$ cat src/rtl/mmio_confreg.sv
// Memory-mapped LED/switch/scratch/timer register block on the core's SRAM-lite data port.
// Define CONFREG_TIMER_EN to build COUNT/COMPARE/TCTRL and the timer interrupt.
module mmio_confreg #(
    parameter logic [31:0] BASE_ADDR = 32'hBFAF_0000,
    parameter int unsigned LED_W     = 16,
    parameter int unsigned SW_W      = 16
) (
    input  logic              cpu_clk_50M,
    input  logic              cpu_rst_n,
    input  logic              dce,
    input  logic [3:0]        we,
    input  logic [31:0]       daddr,
    input  logic [31:0]       din,
    output logic [31:0]       dm_o,
    output logic              hit_o,
    input  logic [SW_W-1:0]   switch_i,
    output logic [LED_W-1:0]  led_o,
    output logic              timer_int_o
);

    localparam int unsigned IDX_W = 14;
    localparam logic [IDX_W-1:0] IDX_LED     = IDX_W'(0);
    localparam logic [IDX_W-1:0] IDX_SWITCH  = IDX_W'(1);
    localparam logic [IDX_W-1:0] IDX_COUNT   = IDX_W'(2);
    localparam logic [IDX_W-1:0] IDX_COMPARE = IDX_W'(3);
    localparam logic [IDX_W-1:0] IDX_TCTRL   = IDX_W'(4);
    localparam logic [IDX_W-1:0] IDX_SCRATCH = IDX_W'(5);

    // Byte-lane merge of write data into an existing register value.
    function automatic logic [31:0] merge_be(input logic [31:0] old_v,
                                             input logic [31:0] new_v,
                                             input logic [3:0]  be);
        logic [31:0] res;
        res = old_v;
        for (int i = 0; i < 4; i++) begin
            if (be[i]) res[8*i +: 8] = new_v[8*i +: 8];
        end
        return res;
    endfunction

    logic              hit_c, wr_c, rd_c;
    logic [IDX_W-1:0]  idx_c;
    logic [31:0]       rdata_c, led_full_c;
    logic              unused_c;

    logic [LED_W-1:0]  led_q, led_d;
    logic [31:0]       scratch_q, scratch_d;
    logic [31:0]       dm_q, dm_d;
    logic              hit_q, hit_d;
    logic [SW_W-1:0]   sw_meta_q, sw_sync_q;

    assign hit_c    = dce && (daddr[31:16] == BASE_ADDR[31:16]);
    assign idx_c    = daddr[15:2];
    assign wr_c     = hit_c && (we != 4'b0000);
    assign rd_c     = hit_c && (we == 4'b0000);
    assign unused_c = ^daddr[1:0];

`ifdef CONFREG_TIMER_EN
    logic [31:0] count_q, count_d;
    logic [31:0] compare_q, compare_d;
    logic        tctrl_q, tctrl_d;
    logic        pend_q, pend_d;
    logic        match_c;

    // Match compares pre-update values; a COMPARE write always clears pending.
    always_comb begin
        count_d   = count_q;
        compare_d = compare_q;
        tctrl_d   = tctrl_q;
        match_c   = tctrl_q && (count_q == compare_q);
        if (tctrl_q) count_d = count_q + 32'd1;
        if (wr_c) begin
            case (idx_c)
                IDX_COUNT:   count_d   = merge_be(count_q, din, we);
                IDX_COMPARE: compare_d = merge_be(compare_q, din, we);
                IDX_TCTRL:   if (we[0]) tctrl_d = din[0];
                default: ;
            endcase
        end
        pend_d = pend_q || match_c;
        if (wr_c && (idx_c == IDX_COMPARE)) pend_d = 1'b0;
    end

    always_ff @(posedge cpu_clk_50M or negedge cpu_rst_n) begin
        if (!cpu_rst_n) begin
            count_q   <= '0;
            compare_q <= '0;
            tctrl_q   <= 1'b0;
            pend_q    <= 1'b0;
        end else begin
            count_q   <= count_d;
            compare_q <= compare_d;
            tctrl_q   <= tctrl_d;
            pend_q    <= pend_d;
        end
    end

    assign timer_int_o = pend_q;
`else
    assign timer_int_o = 1'b0;
`endif

    // Read mux; unmapped offsets return zero.
    always_comb begin
        rdata_c = '0;
        case (idx_c)
            IDX_LED:     rdata_c = 32'(led_q);
            IDX_SWITCH:  rdata_c = 32'(sw_sync_q);
`ifdef CONFREG_TIMER_EN
            IDX_COUNT:   rdata_c = count_q;
            IDX_COMPARE: rdata_c = compare_q;
            IDX_TCTRL:   rdata_c = {31'b0, tctrl_q};
`endif
            IDX_SCRATCH: rdata_c = scratch_q;
            default: ;
        endcase
    end

    always_comb begin
        led_full_c = merge_be(32'(led_q), din, we);
        led_d      = led_q;
        scratch_d  = scratch_q;
        if (wr_c) begin
            case (idx_c)
                IDX_LED:     led_d     = led_full_c[LED_W-1:0];
                IDX_SCRATCH: scratch_d = merge_be(scratch_q, din, we);
                default: ;
            endcase
        end
        dm_d  = rd_c ? rdata_c : 32'd0;
        hit_d = hit_c;
    end

    always_ff @(posedge cpu_clk_50M or negedge cpu_rst_n) begin
        if (!cpu_rst_n) begin
            led_q     <= '0;
            scratch_q <= '0;
            dm_q      <= '0;
            hit_q     <= 1'b0;
            sw_meta_q <= '0;
            sw_sync_q <= '0;
        end else begin
            led_q     <= led_d;
            scratch_q <= scratch_d;
            dm_q      <= dm_d;
            hit_q     <= hit_d;
            sw_meta_q <= switch_i;
            sw_sync_q <= sw_meta_q;
        end
    end

    assign dm_o  = dm_q;
    assign hit_o = hit_q;
    assign led_o = led_q;

endmodule

$ cat config.mk
export PLATFORM = sky130hd
export DESIGN_NAME = mmio_confreg
export DESIGN_NICKNAME = d
export VERILOG_FILES = /design/src/rtl/mmio_confreg.sv
export SDC_FILE = /design/constraint.sdc
export NUM_CORES = 1
export LEC_CHECK = 0
export BUFFER_PORTS_ARGS = -buffer_cell sky130_fd_sc_hd__buf_4
export CORE_UTILIZATION = 30
export CTS_CLUSTER_SIZE = 40
export DETAILED_ROUTE_END_ITERATION = 12
export GPL_TIMING_DRIVEN = 0
export PLACE_DENSITY = 0.56
export SLEW_MARGIN = 0
export SYNTH_ARGS = -nofsm -noshare
export SYNTH_HDL_FRONTEND = slang
export SYNTH_SLANG_ARGS = --single-unit
export TNS_END_PERCENT = 20
$ cat constraint.sdc
create_clock -name cpu_clk_50M -period 1 [get_ports cpu_clk_50M]
set_clock_uncertainty 0.05 [all_clocks]
set_input_delay 0.05 -clock cpu_clk_50M [delete_from_list [all_inputs] [get_ports cpu_clk_50M]]
set_output_delay 0.05 -clock cpu_clk_50M [all_outputs]
set_load 0.1 [all_outputs]
==> results of run 1 <==
==> metrics by stage <==
stage	setup slack (ns)	power, uW	util (%)	area [sq um]
6_report	-0.484	11200	53.5	7510
5_1_grt	-0.494	11600	53.5	7510
4_1_cts	-0.513	11300	51.8	7280
3_5_place_dp	-1.28	5280	39.7	5580
3_3_place_gp	-1.28	5260	39.7	5580
2_1_floorplan	-0.803	4870	-	4370
==> how the worst max path moves through the flow <==
stage | start | to | slack, ns | cells after the start
after floorplan | daddr[20] | led_o[0] | -0.80 | 5
after global placement | daddr[7] | led_o[13] | -1.28 | 5
after CTS | daddr[20] | dm_o[7] | -0.51 | 8
final | daddr[20] | dm_o[0] | -0.48 | 8
after detailed placement | daddr[7] | led_o[13] | -1.28 | 5
after global routing | daddr[20] | scratch_q[22] | -0.49 | 7
==> critical path: stages <==
cell,delay (ns)
buf_6,0.08
nand4b_1,0.15
or4_4,0.59
buf_12,0.17
or3_1,0.32
buf_6,0.15
buf_12,0.14
nor2_2,0.10
==> where the power goes <==
part           total [uW]  internal, uW  switching [uW]
combinational         700           393             307
sequential           4660          4650            17.7
clock                5840          3870            1970
==> cell usage after synthesis, drive strengths merged <==
| cell | n | share of area (%) |
|---|---|---|
| nand4 | 2 | 0.29 |
| buf | 7 | 1.1 |
| mux2 | 48 | 16 |
| nor3 | 6 | 2.2 |
| nand4b | 3 | 0.95 |
| or3 | 1 | 0.14 |
| nor4 | 5 | 1.5 |
| and2 | 17 | 2.4 |
| nand3b | 1 | 0.17 |
| dfrtp | 113 | 65 |
| clkbuf | 4 | 0.34 |
| nor2 | 34 | 2.9 |
| mux2i | 16 | 3.7 |
| or4 | 1 | 0.26 |
| a21oi | 16 | 1.8 |
| nand2 | 8 | 0.86 |
| conb | 1 | 0.086 |
==> cells by family after synthesis <==
| group | after synthesis | synth area share, % |
|---|---|---|
| flops | 113 | 64.7 |
| simple gates | 78 | 11.7 |
| mux | 64 | 20.2 |
| compound gates | 16 | 1.83 |
| buf+inv | 11 | 1.46 |
| other cells | 1 | 0.0858 |
==> flip-flops by register name, indices dropped and copies added, names as in the netlist <==
name       flops
sw_sync_q     16
hit_o          1
dm_o          32
sw_meta_q     16
scratch_q     32
led_o         16
==> layer usage <==
layer | up-vias | part of all wire [%]
met5 | - | 0
met4 | 0 | 1.6
met3 | 12 | 4.4
met2 | 96 | 52
met1 | 1462 | 42
li1 | 1395 | -
==> final cells by class <==
| cell class | count | area, sq um | area share [%] |
|---|---|---|---|
| Buffer | 11 | 97.6 | 1.30 |
| Timing Repair Buffer | 194 | 2190 | 29.2 |
| Clock buffer | 28 | 537 | 7.15 |
| Multi-Input combinational cell | 159 | 1580 | 21.0 |
| Sequential cell | 113 | 2830 | 37.7 |
| Tap cell | 180 | 225 | 3.00 |
| Clock inverter | 4 | 45.0 | 0.600 |
==> what timing repair did <==
item	CTS	global route
resized for setup	124	43
hold endpoints to repair	178	113
pin swaps	10	12
endpoints found under the setup margin	146	129
cloned	0	2
buffers inserted	9	3
==> impl_metrics.tcl, run 1 <==
set metrics [dict create \
    status "complete, but fails checks" \
    failed_checks "hold timing, setup timing" \
    cts_buffers 17 \
    worstMarginPinSlew_ns 1.01 \
    ys_types 24 \
    met3_usage_pct 4.60 \
    worstReg2RegStart "led_o[10]" \
    rows 43 \
    fp.dieW_um 123 \
    grt_pass1_vias 3136 \
    regToRegSetupSlack_ns -0.09 \
    final-setup-viol-count 129 \
    start_util_pct 31.1 \
    drt-vias-per-instance 4.30 \
    drc 0 \
    num_antenna_cells 0 \
    yosysSeqAreaShare_pct 64.7 \
    area_growth_pct 71.8 \
    grt_max_degree 114 \
    cp_max_fo 6 \
    maxSlewHeadroom_pct 32.8 \
    h-tree-depth 4 \
    met1_usage_pct 17.1 \
    drv_cap 0 \
    core_sq_mm 0.0140 \
    globalRouteMet2Util_pct 24.8 \
    yosysWarnings 0 \
    crit_required_ns 1.28 \
    setup_ws_ns -0.484 \
    worstHoldPathType "input port to asynchronous set/reset pin" \
    r2r_cells 4 \
    hold_buffers 49 \
    worstSetupPathType "input port to flip-flop" \
    layout_commonest_cell "dfrtp_1" \
    final_cell_mix "dfrtp_1, buf_4, dlygate4sd3_1" \
    crit_path_end_kind "flip-flop" \
    rsz0062_at_grt "yes" \
    gp_congestion 0.752 \
    start_kind "input port" \
    drive_gt1_share_pct 51.7 \
    synth_fp_nets 370 \
    grt-ovfl-total 0 \
    slew_viol_final 0 \
    cts_tree "done" \
    cp.arrival_ns 1.77 \
    setup_tns_ns -38.32 \
    drt_iter0_markers 115 \
    period_minus_slack_ns 1.48 \
    p_per_area_mw_per_mm2 1490 \
    die_h_um 123 \
    peakVddDrop_v 0.00110 \
    grt_pass1_wl_um 16200 \
    nFillCells 1160 \
    synth_area_per_cell_sq_um 15.4 \
    fp.dieArea_sq_mm 0.0151 \
    cts.sinks 113 \
    portBuffers 131 \
    final_net_count 583 \
    path_clk_slew_ns 0.05 \
    root_buffer "clkbuf_16" \
    hpwlAfterDp_um 6410 \
    synthCells 283 \
    grt_usage_pct 14.8 \
    drt-pass1-iter-count 4 \
    fin_cells 689 \
    clk_latency_ns 0.41 \
    hold_viol 113 \
    synth-seq-cells 113 \
    hold_slack_ns -0.275 \
    vias 2965 \
    timing.fmax_mhz 674 \
    cts_buffer_depth 2 \
    finalCritPeriodShare_pct 148 \
    syn-cell-area_sq_mm 0.00437 \
    antenna_found_initial 0 \
    dp.cells 594 \
    drt.antenna.violating_nets 0 \
    detail_route.wl_per_cell_um 15.1 \
    ios 137 \
    wirelength_um 10400 \
    busiest_layer "met2" \
    rr_endpoint "dm_o[10]" \
    leakagePower_uw 0.00360 \
]
Note: power is estimated with default switching activity, not from simulation.
==> run 2, diff against run 1 <==
--- a/config.mk
+++ b/config.mk
@@ -6,11 +6,13 @@
 export NUM_CORES = 1
 export LEC_CHECK = 0
 export BUFFER_PORTS_ARGS = -buffer_cell sky130_fd_sc_hd__buf_4
+export CELL_PAD_IN_SITES_DETAIL_PLACEMENT = 1
+export CELL_PAD_IN_SITES_GLOBAL_PLACEMENT = 1
 export CORE_UTILIZATION = 30
 export CTS_CLUSTER_SIZE = 40
 export DETAILED_ROUTE_END_ITERATION = 12
 export GPL_TIMING_DRIVEN = 0
-export PLACE_DENSITY = 0.56
+export PLACE_DENSITY = 0.65
 export SLEW_MARGIN = 0
 export SYNTH_ARGS = -nofsm -noshare
 export SYNTH_HDL_FRONTEND = slang
==> run 2 against run 1 <==
  * The flow finishes with violations (setup timing)
  * Register-to-register slack lost 0.04 ns
  * Largest cell class unchanged
  * Worst setup slack lost 0.011 ns
  * Largest power group unchanged
  * Critical endpoint is now scratch_q[7]
  * Critical path depth shrank 1
  * Flip-flop and latch count is the same
  * Worst hold slack gained 0.28 ns
==> impl_metrics.tcl, run 2 (synthesized netlist as in run 1, its figures left out) <==
set metrics [dict create \
    start_kind "input port" \
    rr_endpoint "dm_o[4]" \
    detail_route.wl_per_cell_um 16.9 \
    crit_path_end_kind "flip-flop" \
    drt-pass1-iter-count 4 \
    final_net_count 580 \
    setup_ws_ns -0.495 \
    power_uw 12600 \
    cts.sinks 113 \
    final_cell_mix "dfrtp_1, buf_4, dlygate4sd3_1" \
    layout_commonest_cell "dfrtp_1" \
    path_cells "buf_6 -> nand4b_1 -> or4_4 -> buf_6 -> nor3_4 -> buf_6 -> mux2_4" \
    failed_checks "setup timing" \
    rows 43 \
    finalCritPeriodShare_pct 150 \
    grt_max_degree 114 \
    vias 3012 \
    pwr-share-comb_pct 5.8 \
    antenna_found_initial 0 \
    area_growth_pct 73.6 \
    final_area_sq_mm 0.00758 \
    cp_max_fo 5 \
    p_sw_share_pct 19.5 \
    crit_slowest_cell "or4_4" \
    p_seq_share_pct 37.1 \
    drive_gt1_share_pct 50.2 \
    ios 137 \
    worstHoldPathType "input port to asynchronous set/reset pin" \
    cts_buffer_depth 2 \
    status "complete, but fails checks" \
    grt_pass1_wl_um 18600 \
    grt-ovfl-total 0 \
    fp.dieArea_sq_mm 0.0151 \
    num_antenna_cells 0 \
    p_per_area_mw_per_mm2 1660 \
    cpMostUsedCell "buf_6" \
    r2r_cells 4 \
    portBuffers 131 \
    start_util_pct 31.1 \
    worstSetupPathType "input port to flip-flop" \
    leakagePower_uw 0.00362 \
    drt_iter0_markers 89 \
    max_stage_delay_ns 0.58 \
    cts_tree "done" \
    final-setup-viol-count 129 \
    path_clk_slew_ns 0.05 \
    nFillCells 1336 \
    slew_viol_final 0 \
    hold_viol 0 \
    place_area_sq_mm 0.00558 \
    regToRegSetupSlack_ns -0.13 \
    root_buffer "clkbuf_16" \
    p_sw_uw 2440 \
    clk_latency_ns 0.41 \
    worstMarginPinSlew_ns 0.819 \
    worstReg2RegStart "led_o[4]" \
    gp_congestion 0.674 \
    wirelength_um 11600 \
    rsz0062_at_grt "yes" \
    maxSlewHeadroom_pct 45.4 \
    p_int_uw 10100 \
    cts_buffers 17 \
    p_clk_share_pct 57.1 \
    crit_required_ns 1.24 \
    grt_usage_pct 17.1 \
    drv_cap 0 \
    drt.antenna.violating_nets 0 \
    cp_top_family "simple AND/OR/NAND/NOR gates" \
    h-tree-depth 4 \
    cp.buffers_inverters 3 \
    grt_pass1_vias 3534 \
    peakVddDrop_v 0.00117 \
    hpwlAfterDp_um 7110 \
    fin_util_pct 54.0 \
    fp.dieW_um 123 \
    timing.fmax_mhz 669 \
    die_h_um 123 \
    core_sq_mm 0.0140 \
    drt-vias-per-instance 4.39 \
    period_minus_slack_ns 1.50 \
    drc 0 \
    cp.arrival_ns 1.74 \
]
run 2: cell types whose count changed in the layout (fill, tap and decap cells not counted), sizes merged:
cell | previous run | this run
clkinv | 3 | 1
clkinvlp | 0 | 1
buf | 149 | 148
clkbuf | 35 | 28
bufinv | 1 | 7
run 2: power by group through the flow:
stage | clock [uW] | sequential, uW | combinational (uW)
after global placement | 0 | 4740 | 528
after floorplan | 0 | 4730 | 141
final | 7170 | 4660 | 723
after detailed placement | 0 | 4740 | 539
after CTS | 7280 | 4660 | 710
after global routing | 7500 | 4660 | 790
run 2: worst max-delay path by stage:
stage,start,to,slack (ns),depth (start not counted)
final,daddr[20],scratch_q[7],-0.50,7
after global routing,daddr[20],scratch_q[7],-0.52,7
after detailed placement,daddr[7],led_o[10],-1.32,5
after CTS,daddr[20],scratch_q[28],-0.51,8
after floorplan,daddr[20],led_o[0],-0.80,5
after global placement,daddr[7],led_o[11],-1.29,5
run 2: timing repair:
action	4_1_cts	5_1_grt
gates cloned	1	0
pin swaps	13	8
setup buffers	10	1
hold buffers	48	1
endpoints found under the hold margin	136	113
setup endpoints to repair	129	129
gates resized for setup	130	32
run 2: layout make-up:
| cell class | instances | area, sq um | area share [%] |
|---|---|---|---|
| tap | 180 | 225 | 2.97 |
| timing repair buffer | 192 | 2200 | 29.0 |
| multi-input combinational | 159 | 1540 | 20.4 |
| clock buffer | 23 | 468 | 6.17 |
| clock inverter | 9 | 226 | 2.99 |
| buffer | 10 | 82.6 | 1.09 |
| sequential | 113 | 2840 | 37.4 |
run 2: routing by layer:
metal	track usage (%)	routed length [um]	vias up
met5	0	0	-
met4	6.33	192	0
met3	6.41	647	15
met2	29.6	6080	104
met1	18.9	4680	1506
li1	-	-	1387
run 2: through the flow:
stage / setup TNS (ns) / setup slack [ns] / std cells / hold slack, ns
global route: -42.33 / -0.519 / 686 / 0.0204
floorplan: -56.35 / -0.803 / 283 / -0.296
detailed placement: -136.93 / -1.32 / 594 / 0.110
global placement: -131.58 / -1.29 / 594 / 0.110
finish: -38.27 / -0.495 / 686 / 0.00630
CTS: -39.97 / -0.512 / 685 / -0.0244
==> run 3, diff against run 2 <==
--- a/config.mk
+++ b/config.mk
@@ -8,11 +8,11 @@
 export BUFFER_PORTS_ARGS = -buffer_cell sky130_fd_sc_hd__buf_4
 export CELL_PAD_IN_SITES_DETAIL_PLACEMENT = 1
 export CELL_PAD_IN_SITES_GLOBAL_PLACEMENT = 1
-export CORE_UTILIZATION = 30
+export CORE_UTILIZATION = 35
 export CTS_CLUSTER_SIZE = 40
 export DETAILED_ROUTE_END_ITERATION = 12
 export GPL_TIMING_DRIVEN = 0
-export PLACE_DENSITY = 0.65
+export PLACE_DENSITY = 0.74
 export SLEW_MARGIN = 0
 export SYNTH_ARGS = -nofsm -noshare
 export SYNTH_HDL_FRONTEND = slang
==> run 3 against run 2 <==
  * The run still ends with setup timing left
  * Count of clock-buffer cells in the layout shrank 1
  * Combinational power increased by 1%
  * First-iteration DRC count grew 43%
  * Routed wire length increased by 5.3%
  * Sequential share of layout area about the same
  * Core utilization up 8.4 points
  * Non-clock buffer count is 1 higher
  * Maximum frequency increased by 0.34%
  * Die area fell by 14%
  * Via count is 1.7% higher
  * Global-route usage is 3.1 points higher
  * Worst hold slack better by 0.064 ns
  * Largest power group unchanged
==> impl_metrics.tcl, run 3 (synthesized netlist as in run 1, its figures left out) <==
set metrics [dict create \
    layout_commonest_cell "dfrtp_1" \
    max_stage_delay_ns 0.60 \
    drt-vias-per-instance 4.54 \
    rsz0062_at_grt "yes" \
    grt_pass1_wl_um 18900 \
    period_minus_slack_ns 1.49 \
    worstHoldPathType "input port to asynchronous set/reset pin" \
    drt.antenna.violating_nets 0 \
    leakagePower_uw 0.00362 \
    ios 137 \
    drt_iter0_markers 127 \
    die_h_um 114 \
    num_antenna_cells 0 \
    rows 40 \
    h-tree-depth 4 \
    vias 3062 \
    path_cells "buf_6 -> nand4b_1 -> or4_4 -> buf_12 -> nor3_4 -> buf_12 -> mux2_4" \
    cp_max_fo 8 \
    core_sq_mm 0.0121 \
    cp.buffers_inverters 3 \
    crit_required_ns 1.24 \
    cpMostUsedCell "buf_12" \
    hold_viol 0 \
    failed_checks "setup timing" \
    gp_congestion 0.712 \
    cts_tree "done" \
    drv_cap 0 \
    finalCritPeriodShare_pct 149 \
    fp.dieArea_sq_mm 0.0129 \
    p_per_area_mw_per_mm2 1580 \
    power_uw 11900 \
    cts.sinks 113 \
    grt-ovfl-total 0 \
    grt_max_degree 114 \
    crit_slowest_cell "or4_4" \
    crit_path_end_kind "flip-flop" \
    cts_buffers 17 \
    drive_gt1_share_pct 50.5 \
    hpwlAfterDp_um 6880 \
    grt_pass1_vias 3557 \
    timing.fmax_mhz 671 \
    final_cell_mix "dfrtp_1, buf_4, dlygate4sd3_1" \
    clk_latency_ns 0.41 \
    cts_buffer_depth 2 \
    drt-pass1-iter-count 4 \
    portBuffers 131 \
    drc 0 \
    peakVddDrop_v 0.00150 \
    start_kind "input port" \
    path_clk_slew_ns 0.06 \
    wirelength_um 12200 \
    area_growth_pct 73.1 \
    maxSlewHeadroom_pct 61.5 \
    final-setup-viol-count 129 \
    root_buffer "clkbuf_16" \
    grt_usage_pct 20.2 \
    start_util_pct 36.1 \
    status "complete, but fails checks" \
    slew_viol_final 0 \
    antenna_found_initial 0 \
    fp.dieW_um 114 \
    fin_util_pct 62.5 \
    worstSetupPathType "input port to flip-flop" \
    cp_top_family "simple AND/OR/NAND/NOR gates" \
    detail_route.wl_per_cell_um 18.1 \
    final_net_count 581 \
    setup_ws_ns -0.490 \
    worstMarginPinSlew_ns 0.578 \
    cp.arrival_ns 1.73 \
    setup_tns_ns -38.02 \
]
-- run 3: cell types whose count changed in the layout (fill, tap and decap cells not counted), sizes merged --
cell | previous run | this run
clkinvlp | 1 | 2
bufinv | 7 | 4
dlygate4sd3 | 49 | 50
clkinv | 1 | 4
buf | 148 | 149
clkbuf | 28 | 26
-- run 3: routing by layer --
metal  global-route usage (%)  share of wire (%)  up-vias
met5                        0                  0        -
met2                     35.9                 56      101
met1                     22.3                 38     1560
met3                     7.44                5.3       11
li1                         -                  -     1390
met4                     6.75                1.0        0
-- run 3: report_power, final --
| group | leakage, uW | switching [uW] | total, uW | internal, uW |
|---|---|---|---|---|
| clock | 0.000312 | 2110 | 6520 | 4410 |
| sequential | 0.00150 | 20.7 | 4660 | 4640 |
| combinational | 0.00181 | 322 | 730 | 408 |
-- run 3: final cells by class --
cell class	instances	area, sq um
fill	1154	4550
sequential	113	2830
timing repair buffer	193	2260
multi-input combinational	159	1540
clock buffer	22	484
tap	168	210
clock inverter	10	155
buffer	10	81.3
-- run 3: final timing paths --
kind                       depth (start not counted)             to  slack [ns]          start
max                                                7       led_o[1]       -0.49      daddr[20]
min                                                2        dm_o[6]        0.07      cpu_rst_n
max reg2reg                                        4       dm_o[15]       -0.11      led_o[15]
min reg2reg                                        0  sw_sync_q[13]        0.29  sw_meta_q[13]
max in group asynchronous                          3      led_o[15]        0.14      cpu_rst_n
min in group cpu_clk_50M                           4        dm_o[5]        0.08       daddr[4]
-- run 3: through the flow --
stage	worst slack (ns)	hold slack [ns]	area (sq um)	cells
floorplan	-0.803	-0.296	4370	283
global placement	-1.21	0.110	5560	582
detailed placement	-1.26	0.111	5560	582
CTS	-0.511	-0.0140	7350	670
global route	-0.515	0.101	7560	675
finish	-0.490	0.0704	7560	675
-- run 3: repair_timing --
action / CTS / global route
gates resized for setup: 126 / 42
buffers inserted: 6 / 3
hold endpoints to repair: 127 / 113
hold buffers: 49 / 1
pin swaps: 17 / 7
cloned: 1 / 1
setup endpoints to repair: 129 / 129
